==> src/rtl/alu_arbiter.sv <==
//------------------------------------------------------------------------------
// alu_arbiter : two-requester arbiter sharing one registered 32-bit ALU
// Revision    : 1.0
//------------------------------------------------------------------------------
`timescale 1ns/1ps
`default_nettype none

//------------------------------------------------------------------------------
// alu : AND/OR/ADD/SLT with optional b inversion and carry-in from f[2]
//------------------------------------------------------------------------------
module alu (
    input  logic [31:0] i_a,
    input  logic [31:0] i_b,
    input  logic [2:0]  i_f,
    output logic [31:0] o_y,
    output logic        o_c
);

    logic [31:0] w_bm;
    logic [32:0] w_sum;

    always_comb begin
        w_bm  = i_f[2] ? ~i_b : i_b;
        w_sum = {1'b0, i_a} + {1'b0, w_bm} + {32'd0, i_f[2]};
        o_c   = w_sum[32];
        case (i_f[1:0])
            2'b00:   o_y = i_a & w_bm;
            2'b01:   o_y = i_a | w_bm;
            2'b10:   o_y = w_sum[31:0];
            default: o_y = {31'd0, w_sum[31]};
        endcase
    end

endmodule

//------------------------------------------------------------------------------
// alu_arbiter : top level
//------------------------------------------------------------------------------
module alu_arbiter #(
    parameter int RR_EN = 1
) (
    input  logic        i_clk,
    input  logic        i_rstn,
    input  logic        i_req0_valid,
    output logic        o_req0_ready,
    input  logic [31:0] i_req0_a,
    input  logic [31:0] i_req0_b,
    input  logic [2:0]  i_req0_f,
    input  logic        i_req1_valid,
    output logic        o_req1_ready,
    input  logic [31:0] i_req1_a,
    input  logic [31:0] i_req1_b,
    input  logic [2:0]  i_req1_f,
    output logic        o_rsp_valid,
    input  logic        i_rsp_ready,
    output logic        o_rsp_id,
    output logic [31:0] o_rsp_y,
    output logic        o_rsp_c,
    output logic        o_busy
);

    localparam logic c_rr = (RR_EN != 0);

    typedef enum logic [1:0] {
        ST_IDLE = 2'd0,
        ST_EXEC = 2'd1,
        ST_RESP = 2'd2
    } state_t;

    state_t      r_state;
    logic        r_ptr;
    logic [31:0] r_a;
    logic [31:0] r_b;
    logic [2:0]  r_f;

    logic        w_idle;
    logic        w_grant0;
    logic        w_grant1;
    logic [31:0] w_alu_y;
    logic        w_alu_c;

    // Readies are gated by reset so nothing is offered while the block is held in reset
    always_comb begin
        w_idle   = i_rstn && (r_state == ST_IDLE);
        w_grant1 = i_req1_valid && (!i_req0_valid || (c_rr && r_ptr));
        w_grant0 = i_req0_valid && !w_grant1;
    end

    assign o_req0_ready = w_idle && w_grant0;
    assign o_req1_ready = w_idle && w_grant1;
    assign o_busy       = (r_state != ST_IDLE);

    alu u_alu (
        .i_a (r_a),
        .i_b (r_b),
        .i_f (r_f),
        .o_y (w_alu_y),
        .o_c (w_alu_c)
    );

    always_ff @(posedge i_clk or negedge i_rstn) begin
        if (!i_rstn) begin
            r_state     <= ST_IDLE;
            r_ptr       <= 1'b0;
            r_a         <= 32'd0;
            r_b         <= 32'd0;
            r_f         <= 3'd0;
            o_rsp_valid <= 1'b0;
            o_rsp_id    <= 1'b0;
            o_rsp_y     <= 32'd0;
            o_rsp_c     <= 1'b0;
        end else begin
            case (r_state)
                ST_IDLE: begin
                    if (o_req0_ready || o_req1_ready) begin
                        r_a      <= w_grant1 ? i_req1_a : i_req0_a;
                        r_b      <= w_grant1 ? i_req1_b : i_req0_b;
                        r_f      <= w_grant1 ? i_req1_f : i_req0_f;
                        o_rsp_id <= w_grant1;
                        if (c_rr) begin
                            r_ptr <= ~w_grant1;
                        end
                        r_state  <= ST_EXEC;
                    end
                end
                ST_EXEC: begin
                    o_rsp_y     <= w_alu_y;
                    o_rsp_c     <= w_alu_c;
                    o_rsp_valid <= 1'b1;
                    r_state     <= ST_RESP;
                end
                ST_RESP: begin
                    if (i_rsp_ready) begin
                        o_rsp_valid <= 1'b0;
                        r_state     <= ST_IDLE;
                    end
                end
                default: begin
                    o_rsp_valid <= 1'b0;
                    r_state     <= ST_IDLE;
                end
            endcase
        end
    end

endmodule

`default_nettype wire

==> config.mk <==
export PLATFORM = sky130hd
export DESIGN_NAME = alu_arbiter
export DESIGN_NICKNAME = d
export VERILOG_FILES = /design/src/rtl/alu_arbiter.sv
export SDC_FILE = /design/constraint.sdc
export NUM_CORES = 1
export LEC_CHECK = 0
export CORE_ASPECT_RATIO = 1.1
export CORE_MARGIN = 2
export CORE_UTILIZATION = 51
export CTS_CLUSTER_DIAMETER = 80
export DETAILED_ROUTE_END_ITERATION = 8
export PLACE_DENSITY = 0.82
export SYNTH_ARGS = -nofsm -noshare
export SYNTH_HDL_FRONTEND = slang
export SYNTH_SLANG_ARGS = --single-unit
==> constraint.sdc <==
create_clock -name i_clk -period 4.8 [get_ports i_clk]
set_clock_uncertainty 0.2 [all_clocks]
set_input_delay 0.96 -clock i_clk [delete_from_list [all_inputs] [get_ports i_clk]]
set_output_delay 0.96 -clock i_clk [all_outputs]
set_load 0.1 [all_outputs]
==> flow_summary.ini <==
[status]
outcome = finished clean

[worst_setup_path]
critPathArrivalTime_ns = 3.84
critPathRequiredTime_ns = 4.88
crit_fanout = 20
cp-end-kind = flop
crit_chain = xor2_1 -> inv_1 -> fa_1 -> nand3b_1 -> a211oi_2 -> o21ai_0 -> o21ai_1 -> nand2_1 -> a221oi_1 -> o41ai_1 -> nand2b_1 -> a21oi_1
slowest_delay_ns = 0.72
cp_slowest_cell = dfrtp_2
crit_type = reg2reg
reg2reg_slack_ns = 1.05
r2r_end = o_rsp_c$_DFFE_PN0P_
start_kind = flop
rr_startpoint = r_f[2]$_DFFE_PN0P_
rr_worst_depth = 12

[global_routing]
antenna_found_initial = 0
grt_pass1_vias = 6484
track_usage_pct = 26.86
grt_overflow_total = 0
grt_pass1_wl_um = 32900
grt_start_max_net_pins = 64

[clocking]
clkTransAtPathRegs_ns = 0.07
cts-buffers-inserted = 9
clk_latency_ns = 0.36
cts_buffer_depth = 2
cts_resized = 0
h-tree-depth = 3
postCtsHoldBufs = 0
cts_setup_buffers = 0
root_buffer = clkbuf_16
tritoncts = done
clkSinkCount = 105

[finish]
final_layout_size_suffix_gt1_share_pct = 4.599
nFillCells = 1256
syn2layout_area_growth_pct = 30.21
num_antenna_cells = 0
finalNetCount = 1221
utilization_pct = 67.02

[die]
die_h_um = 129.9
ios = 177
die_area_um2 = 15380
die_x_um = 118.4
row_count = 46
coreArea_um2 = 14270
start_util_pct = 51.47

[min_path]
hold_start = o_rsp_y[11]$_DFFE_PN0P_
hold_depth = 2
min-delay-path-class = reg2reg
holdPathEnd = o_rsp_y[11]$_DFFE_PN0P_

[logic_synthesis]
synth.cell_area_um2 = 7347
synth_seq_area_share_pct = 35.76
synthTopCellsByCount = nand2_1 (109), dfrtp_1 (105), inv_1 (82)
ys_async_sr_fraction_pct = 100.0
synthesis.nets = 1072
ys_types = 56
synth_area_leaders = dfrtp_1 (36%), ha_1 (11%), a22oi_1 (7.3%)
synth_top_area_cell = dfrtp_1
synth-seq-cells = 105
synth_edf_count = 0
avgSynthCellArea_um2 = 8.464
synthFlopType = dfrtp_1
yosysMostFrequentCell = nand2_1
yosys_warnings = 0
synthDominantCellAreaShare_pct = 35.76
netlist_instances = 868

[detailed_routing]
wl_per_cell_um = 16.62
ant_nets = 0
drt_iter0_drc = 423
dr.pass1.iters = 5
num_vias = 6714
routed_wl_um = 20180
post_drt_via_cell_ratio = 5.530
drcViolationCount = 0

[sta]
tns_ns = 0
max_slew_margin_pct = 26.21
grt_setup_unrepaired = no
timing.final.crit_share_pct = 78.21
worst_pin_slew_ns = 1.103
fin_crit_ns = 3.754
hold_viol = 0
slew_violations = 0
setup_viol = 0
max_freq_ghz = 0.2664

[placement]
port_buffers = 176
globalplace.congestion = 0.8966
dpl.hpwl_um = 15220

[flow_run]
drv_cap = 0
==> state kept, by name (all words and copies together), names as in the netlist <==
signal	cells
o_rsp_id	1
r_ptr	1
r_state	2
r_b	32
o_rsp_valid	1
o_rsp_c	1
r_a	32
r_f	3
o_rsp_y	32
==> stage by stage <==
step	setup WS [ns]	hold WS, ns	cells	area (µm²)
floorplan	1.053	0.2448	868	7347
global placement	1.220	0.2602	1198	9236
detailed placement	1.085	0.2699	1198	9236
CTS	1.035	0.2852	1214	9567
global route	0.6672	0.3025	1214	9567
finish	1.046	0.2755	1214	9567
==> final cells by class <==
type	count	area (µm²)	area share, %
multi-input combinational	633	4229	44.21
sequential	105	2630	27.49
timing repair buffer	186	1829	19.12
inverter	82	307.8	3.217
clock buffer	11	252.7	2.642
tap	192	240.2	2.511
clock inverter	5	77.57	0.8109
==> layout by cell type, fill, tap and decap left out, drive strengths merged, types with 4 or more instances in the layout <==
cell           count
clkdlybuf4s50    173
nand2            109
dfrtp            105
inv               82
o21ai             82
a22oi             71
ha                64
a21oi             63
nor2              62
xor2              44
xnor2             16
mux2i             16
a21o              16
a211oi            16
buf               13
clkbuf            11
nand3              7
nor3               7
nand4              6
nor2b              4
nand2b             4
==> worst max-delay path, delay by kind of cell (launching register included) <==
kind | cells | cell delay (ns)
flip-flops | 1 | 0.72
buffers and inverters | 1 | 0.11
adder cells (fa/ha/maj) | 1 | 0.44
AO/OA/AOI/OAI | 6 | 1.41
XOR/XNOR | 1 | 0.26
AND/OR/NAND/NOR | 3 | 0.51
==> worst max-delay path by stage <==
stage,from,end,slack (ns),depth (start not counted)
floorplan,i_req0_valid,o_req0_ready,1.05,5
global placement,i_req0_valid,o_req0_ready,1.22,6
detailed placement,r_f[2]$_DFFE_PN0P_,o_rsp_y[30]$_DFFE_PN0P_,1.09,12
CTS,r_f[2]$_DFFE_PN0P_,o_rsp_y[30]$_DFFE_PN0P_,1.04,12
global route,r_f[2]$_DFFE_PN0P_,o_rsp_y[30]$_DFFE_PN0P_,0.67,12
finish,r_f[2]$_DFFE_PN0P_,o_rsp_c$_DFFE_PN0P_,1.05,12
==> per-layer routing <==
layer  GRT usage (%)  part of all wire (%)  wire (µm)  vias to the layer above
met5               0                     0          0                        -
met4           8.894                   2.0        408                        0
met3           4.065                   6.6       1340                       27
met2           42.43                    46       9196                      221
met1           38.18                    46       9236                     3170
li1                -                     -          -                     3296
==> cells by family after synthesis <==
kind of cell	share of synthesized area [%]
AOI/OAI and AO/OA	24.22
xor gates and xnor gates	7.153
adders and majority gates	11.17
buffers and inverters	6.863
DFF	35.76
muxes	2.180
and+or+nand+nor	12.65
Power is left out: the tool's default activity adds up to more than one toggle a clock period on the data nets, which glitch-free logic cannot reach.
